`src/rtl/huff_pkg.sv`:
```
// rtl/huff_pkg.sv - shared parameters, FSM states and table-entry type for the Huffman decoder
package huff_pkg;

  localparam int NUM_SYM = 8;
  localparam int MAX_LEN = 7;
  localparam int CHAR_W  = 4;
  localparam int LEN_W   = 3;

  typedef enum logic [1:0] {
    IDLE,
    LOAD,
    DECODE
  } state_e;

  typedef struct packed {
    logic [CHAR_W-1:0]  chr;
    logic [LEN_W-1:0]   len;
    logic [MAX_LEN-1:0] code;
  } tbl_entry_t;

endpackage

```
`src/rtl/huff_match.sv`:
```
// rtl/huff_match.sv - combinational codeword lookup, lowest table index wins
module huff_match
  import huff_pkg::*;
(
  input  tbl_entry_t [NUM_SYM-1:0] tbl_i,
  input  logic [MAX_LEN-1:0]       acc_next_i,
  input  logic [LEN_W-1:0]         len_next_i,
  output logic                     hit_o,
  output logic [CHAR_W-1:0]        hit_char_o
);

  logic [MAX_LEN-1:0] mask;

  always_comb begin
    mask       = MAX_LEN'((32'd1 << len_next_i) - 32'd1);
    hit_o      = 1'b0;
    hit_char_o = '0;
    // Scan high to low so the last assignment comes from the lowest matching index.
    for (int i = NUM_SYM - 1; i >= 0; i--) begin
      if (tbl_i[i].len != '0 && tbl_i[i].len == len_next_i &&
          ((tbl_i[i].code ^ acc_next_i) & mask) == '0) begin
        hit_o      = 1'b1;
        hit_char_o = tbl_i[i].chr;
      end
    end
  end

endmodule

```
`src/rtl/huffman_decoder.sv`:
```
// rtl/huffman_decoder.sv - serial MSB-first Huffman decoder with loadable 8-entry code table
// Optional feature macro: HUFF_DEC_ERR_EN (drives err on overflow / truncated last codeword)
module huffman_decoder
  import huff_pkg::*;
(
  input  logic               clk,
  input  logic               rst_n,
  input  logic               tbl_valid,
  input  logic [CHAR_W-1:0]  tbl_char,
  input  logic [LEN_W-1:0]   tbl_len,
  input  logic [MAX_LEN-1:0] tbl_code,
  input  logic               bit_valid,
  input  logic               bit_in,
  input  logic               bit_last,
  output logic               busy,
  output logic               out_valid,
  output logic [CHAR_W-1:0]  out_char,
  output logic               err
);

`ifdef HUFF_DEC_ERR_EN
  localparam logic ERR_EN = 1'b1;
`else
  localparam logic ERR_EN = 1'b0;
`endif

  state_e                   state_q, state_d;
  tbl_entry_t [NUM_SYM-1:0] tbl_q, tbl_d;
  logic [LEN_W-1:0]         load_cnt_q, load_cnt_d;
  logic [MAX_LEN-2:0]       acc_q, acc_d;
  logic [LEN_W-1:0]         len_q, len_d;
  logic                     out_valid_q, out_valid_d;
  logic [CHAR_W-1:0]        out_char_q, out_char_d;
  logic                     err_q, err_d;

  logic [MAX_LEN-1:0]       acc_next;
  logic [LEN_W-1:0]         len_next;
  logic                     hit;
  logic [CHAR_W-1:0]        hit_char;

  assign acc_next = {acc_q, bit_in};
  assign len_next = len_q + LEN_W'(1);

  huff_match u_match (
    .tbl_i      (tbl_q),
    .acc_next_i (acc_next),
    .len_next_i (len_next),
    .hit_o      (hit),
    .hit_char_o (hit_char)
  );

  always_ff @(posedge clk or negedge rst_n) begin
    if (!rst_n) begin
      state_q     <= IDLE;
      tbl_q       <= '0;
      load_cnt_q  <= '0;
      acc_q       <= '0;
      len_q       <= '0;
      out_valid_q <= 1'b0;
      out_char_q  <= '0;
      err_q       <= 1'b0;
    end else begin
      state_q     <= state_d;
      tbl_q       <= tbl_d;
      load_cnt_q  <= load_cnt_d;
      acc_q       <= acc_d;
      len_q       <= len_d;
      out_valid_q <= out_valid_d;
      out_char_q  <= out_char_d;
      err_q       <= err_d;
    end
  end

  always_comb begin
    state_d     = state_q;
    tbl_d       = tbl_q;
    load_cnt_d  = load_cnt_q;
    acc_d       = acc_q;
    len_d       = len_q;
    out_valid_d = 1'b0;
    out_char_d  = out_char_q;
    err_d       = 1'b0;

    unique case (state_q)
      IDLE, LOAD: begin
        // load_cnt is always 0 in IDLE, so the first entry lands at index 0.
        if (tbl_valid) begin
          tbl_d[load_cnt_q] = {tbl_char, tbl_len, tbl_code};
          if (state_q == LOAD && load_cnt_q == LEN_W'(NUM_SYM - 1)) begin
            load_cnt_d = '0;
            state_d    = DECODE;
          end else begin
            load_cnt_d = load_cnt_q + LEN_W'(1);
            state_d    = LOAD;
          end
        end
      end
      DECODE: begin
        if (bit_valid) begin
          if (hit) begin
            out_valid_d = 1'b1;
            out_char_d  = hit_char;
            acc_d       = '0;
            len_d       = '0;
          end else if (len_next == LEN_W'(MAX_LEN) || bit_last) begin
            err_d = ERR_EN;
            acc_d = '0;
            len_d = '0;
          end else begin
            acc_d = acc_next[MAX_LEN-2:0];
            len_d = len_next;
          end
          if (bit_last) state_d = IDLE;
        end
      end
      default: state_d = IDLE;
    endcase
  end

  assign busy      = (state_q != IDLE);
  assign out_valid = out_valid_q;
  assign out_char  = out_char_q;
  assign err       = err_q;

endmodule

```
`config.mk`:
```
export PLATFORM = sky130hd
export DESIGN_NAME = huffman_decoder
export DESIGN_NICKNAME = d
export VERILOG_FILES = /design/src/rtl/huff_pkg.sv /design/src/rtl/huff_match.sv /design/src/rtl/huffman_decoder.sv
export SDC_FILE = /design/constraint.sdc
export NUM_CORES = 1
export LEC_CHECK = 0
export CAP_MARGIN = 20
export CORE_MARGIN = 3
export CORE_UTILIZATION = 55
export DETAILED_ROUTE_END_ITERATION = 16
export GPL_TIMING_DRIVEN = 0
export PLACE_DENSITY = 0.77
export SYNTH_ARGS = -nofsm -noshare
export SYNTH_HDL_FRONTEND = slang
export SYNTH_SLANG_ARGS = --single-unit
```
`constraint.sdc`:
```
create_clock -name clk -period 6.83 [get_ports clk]
set_input_delay 1.0245 -clock clk [delete_from_list [all_inputs] [get_ports clk]]
set_output_delay 1.0245 -clock clk [all_outputs]
set_load 0.03 [all_outputs]
```
---- After elaboration in Yosys (flattened, before gate mapping) ----
Cells that the tools add are included.
Widths: inputs -> output; s select.
cells by class
  equality and inequality tests ........... 15
  bitwise logic cells ..................... 16
  mux-type cells .......................... 32
  reduce and logical (&&, ||, !) cells .... 42
  $lt $le $gt $ge ......................... 2
  shift-type cells ........................ 1
  add/subtract/negate cells ............... 3
operator list
  cell                 number
  $bwmux 112           1
  $and 7x7->7          8
  $logic_not 7->1      8
  $xor 7x7->7          8
  $demux 14 s3         1
  $mux 4               8
  $eq 3x3->1           8
  $reduce_bool 3->1    8
  $logic_and 1x1->1    18
  $mux 14              1
  $mux 6               2
  $mux 1               11
  $mux 3               3
  $mux 2               4
  $shl 1x3->7 const A  1
  $sub 7x1->7 const B  1
  $add 3x1->3 const B  2
  $eq 3x3->1 const B   2
  $ne 2x2->1 const B   3
  $reduce_and 3->1     2
  $lt 3x4->1 const B   1
  $pmux 2 s2           1
  $reduce_and 2->1     2
  $ge 3x1->1 const B   1
  6 further kinds      6
storage, ports and cells
  bits in registers ....................... 131
  output and inout bits ................... 7
  input port bits ......................... 20

---- Depth between registers and ports, before layout ----
  depth after elaboration ................. 17
  gate-level depth with buffers ........... 16
  mapped depth without buffers ............ 12

---- Modules after synthesis ----
A second synthesis with hierarchy kept.
second synthesis, totals
  cell total of the unflattened synthesis .. 564
  area total of the unflattened synthesis .. 6819.0 um^2
by module, submodules not included
  module           times used  cells each  area each (um^2)  seq. area each (um^2)
  huffman_decoder  1           323         5067.4            3278.1
  huff_match       1           241         1751.7            0.0

---- Worst setup path before layout ----
OpenSTA, ideal clock, no wires.
  path kind ............................... flip-flop to flip-flop
  start ................................... reg len_q[1]
  end ..................................... reg out_char_q[3], in the netlist out_char[3]
  setup time .............................. 0.120 ns
  period minus slack after synthesis ...... 3.649 ns
  stages on the path, launching flop included .. 14
  path buffers ............................ 2
  setup slack ............................. 3.181 ns
  arrival ................................. 3.529 ns
  path through ............................ dfrtp_1 > ha_1 > ha_1 > buf_6 > buf_2 > nand2_1 > ha_1 > or3b_4 > a32oi_4 > nor2_1 > a2111oi_4 > or3b_1 > a41o_1 > a31o_1
on the way
  word-level cells in the longest chain between the ends .. 15
  elaborated cells on any way between the ends .. 60
  classes of those cells .................. 2 x add/sub; 8 x eq/ne; 1 x shift; 16 x mux; 8 x bitwise; 25 x reduce/logical
RTL lines
  element                            RTL line               RTL
  from (decl)                        huffman_decoder.sv:31  logic [LEN_W-1:0] len_q, len_d;
  from (signal assigned)             huffman_decoder.sv:67  len_q <= len_d;
  $add 3x1->3 (*)                    huffman_decoder.sv:42  assign len_next = len_q + LEN_W'(1);
  $shl 1x3->7                        huff_match.sv:15       mask = MAX_LEN'((32'd1 << len_next_i) - 32'd1);
  $sub 7x1->7                        huff_match.sv:15
  $and 7x7->7                        huff_match.sv:21       ((tbl_i[i].code ^ acc_next_i) & mask) == '0) begin
  $logic_not 7->1                    huff_match.sv:21
  $logic_and 1x1->1                  huff_match.sv:20       if (tbl_i[i].len != '0 && tbl_i[i].len == len_next_i &&
  $mux 1 (8 in series)               huff_match.sv:20
  $reduce_and 3->1 (no source line)  --
  to (signal assigned)               huffman_decoder.sv:69  out_char_q <= out_char_d;
  to (decl)                          huffman_decoder.sv:33  logic [CHAR_W-1:0] out_char_q, out_char_d;
Every way passes the cells marked *; elsewhere a longest branch is shown, timed or not.
A chain may end at the register's enable or synchronous reset.

---- Worst setup path after layout ----
  start ................................... reg len_q[1]
  end ..................................... reg out_char_q[1], in the netlist out_char[1]
Same word-level chain as after synthesis.

==> metrics.yaml <==
grt_max_degree: 90
crit_fanout: 10
hpwl_mm: 11.2
synthAdderAreaFrac: 0.0162
critPathMostFrequentCell: "ha_1"
critPathMaxStageDelay_ns: 0.58
path_class: "flip-flop to flip-flop"
p_leak_nw: 3.36
holdWs_ns: 0.502
multiInputGateArea_um2: 3500
max_clock_freq_ghz: 0.231
max_cap_violations: 0
clk_pin_slew_worst_paths_ns: 0.06
finalCritPeriodShare: 0.633
die_w_um: 118
critPathSlowestCell: "a2111oi_2"
ctsHoldBuffers: 0
setup_viol: 0
final_max_slew_viol_count: 0
rows: 40
ios: 27
setup_ws_ns: 2.50
h-tree-depth: 4
io_buffers: 24
ys_seq_area_frac: 0.471
async_reset_ff_frac: 1.00
rsz0062_at_grt: "false"
synth_cells: 556
total_power_mw: 3.73
seq_area_um2: 3280
wl_per_cell_um: 20.9
fin_nets: 629
path_buf_inv: 4
antenna_left: 0
hp-class: "flip-flop to flip-flop"
dr.pass1.iters: 6
clk_path_buf_depth: 2
grt_usage: 0.250
ctsRootBufferMaster: "clkbuf_16"
synth_top_family_by_area: "multiplexers"
crit_path_end_kind: "flip-flop"
core-area_um2: 12200
final_cell_mix: "131 x dfrtp_1, 113 x mux2_2, 41 x xor2_1"
drive_gt1_frac: 0.290
start_util: 0.570
cp.required_ns: 7.19
synth_edf_count: 0
synthXorXnorAreaFrac: 0.0906
drc: 0
synth_compound_area_frac: 0.130
antenna_found_initial: 0
syn-num-nets: 585
skew_ns: 0.0122
finalNonFillerCells: 781
pre_cts_slack_ns: 2.64
final.fill_count: 916
grt_overflow: 0
post_cts_resized: 0
finalWeightedCongestion: 0.851
fp.dieH_um: 118
yosys.area_share.simple: 0.0735
post-cts-setup-buffers: 0
hold_viol: 0
grt_pass1_wl_mm: 26.8
post_drt_via_cell_ratio: 5.94
cp-start-kind: "flip-flop"
routed_wl_mm: 16.3
grt_pass1_vias: 4884
crit_arrival_ns: 4.69
vias: 4637
antenna_cells: 0
drtIter0Drc: 307
syn2layout_area_growth_pct: 15.6
layout_commonest_cell: "dfrtp_1"
status: "finished, final reports clean"
worst_pin_slew_ns: 1.15
synth-seq-cells: 131
slew_headroom: 0.235
cts_buffers: 17
yosys_warnings: 0
power.density_nw_per_um2: 464
worst_skew_pair.late_latency_ns: 0.43
ys_types: 65
cts_tree: "yes"
netlist_area_um2: 6960
ir_worst_vdd_mv: 0.288
fin_crit_ns: 4.33
die_area_um2: 14000
synth_flop_cell: "dfrtp_1"
avgSynthCellArea_um2: 12.5
crit_chain: "ha_1 -> ha_1 -> buf_6 -> buf_2 -> nand2_1 -> ha_1 -> inv_1 -> a222oi_1 -> o2111ai_1 -> a2111oi_2 -> clkbuf_1 -> nor3b_1 -> o31ai_1 -> nand4_1 -> nand3_1"
stdcell_area_um2: 8050
cp_top_family: "compound AO/OA/AOI/OAI gates"
synthMuxAreaShare: 0.192
dpl.cell_count: 749
placed_area_um2: 7440
cts.sinks: 131
cells by family after synthesis:
kind of cell / count (synthesis)
adders and majority gates: 9
muxes: 119
buffers and inverters: 41
xor gates and xnor gates: 72
and+or+nand+nor: 86
DFF: 131
AOI/OAI and AO/OA: 97
other: 1
per-layer routing:
metal,global-route usage,wire (um),vias to the layer above
met1,0.338,7330,2377
met2,0.391,7710,120
met5,0,0,-
li1,-,-,2121
met4,0.0702,264,0
met3,0.0775,991,19
worst paths after layout:
kind,startpoint,endpoint,slack (ns),cells after the start
min in group asynchronous,rst_n,tbl_q[6]$_DFFE_PN0P_,0.51,1
min reg2reg,tbl_q[69]$_DFFE_PN0P_,tbl_q[69]$_DFFE_PN0P_,0.50,1
max,len_q[1]$_DFFE_PN0P_,out_char[1]$_DFFE_PN0P_,2.50,15
max reg2reg,len_q[1]$_DFFE_PN0P_,out_char[1]$_DFFE_PN0P_,2.50,15
min,tbl_q[69]$_DFFE_PN0P_,tbl_q[69]$_DFFE_PN0P_,0.50,1
max in group asynchronous,rst_n,tbl_q[30]$_DFFE_PN0P_,5.54,2
flip-flops by register name, summed over array words and instances (netlist names):
| name | count |
|---|---|
| out_char | 4 |
| tbl_q | 112 |
| load_cnt_q | 3 |
| acc_q | 6 |
| len_q | 3 |
| state_q | 2 |
| out_valid | 1 |
cell type report:
| class | count | share of cell area |
|---|---|---|
| multi-input cells | 384 | 0.435 |
| flip-flops and latches | 131 | 0.407 |
| clock buffers | 23 | 0.0594 |
| repair buffers | 25 | 0.0334 |
| well taps | 168 | 0.0261 |
| plain buffers | 29 | 0.0176 |
| clock inverters | 9 | 0.0159 |
| inverters | 12 | 0.00560 |
power by group:
group | leakage, nW | switching [mW] | total, mW | internal [mW]
Sequential | 1.60 | 0.246 | 1.38 | 1.13
Combinational | 1.47 | 0.714 | 1.41 | 0.701
Clock | 0.301 | 0.334 | 0.935 | 0.601
Total | 3.36 | 1.29 | 3.73 | 2.44
stage by stage:
stage,setup TNS (ns),util
after CTS,0,0.659
after detailed placement,0,0.609
after global routing,0,0.659
after floorplan,0,-
after global placement,-25.97,0.607
final,0,0.659
cell usage after synthesis (6+ instances only):
| master | instances | area (um2) |
|---|---|---|
| a21o_1 | 6 | 45.0 |
| a222oi_1 | 7 | 70.1 |
| a22o_1 | 10 | 87.6 |
| clkbuf_1 | 18 | 67.6 |
| dfrtp_1 | 131 | 3280 |
| ha_1 | 9 | 113 |
| inv_1 | 11 | 41.3 |
| mux2_2 | 113 | 1270 |
| nand2_1 | 19 | 71.3 |
| nand2b_1 | 6 | 37.5 |
| nor2_1 | 14 | 52.6 |
| nor2b_1 | 13 | 81.3 |
| o2111ai_1 | 6 | 52.6 |
| o211a_1 | 6 | 60.1 |
| o21ai_0 | 10 | 50.1 |
| xnor2_1 | 31 | 272 |
| xor2_1 | 41 | 359 |
Note: power is estimated with default switching activity, not from simulation.
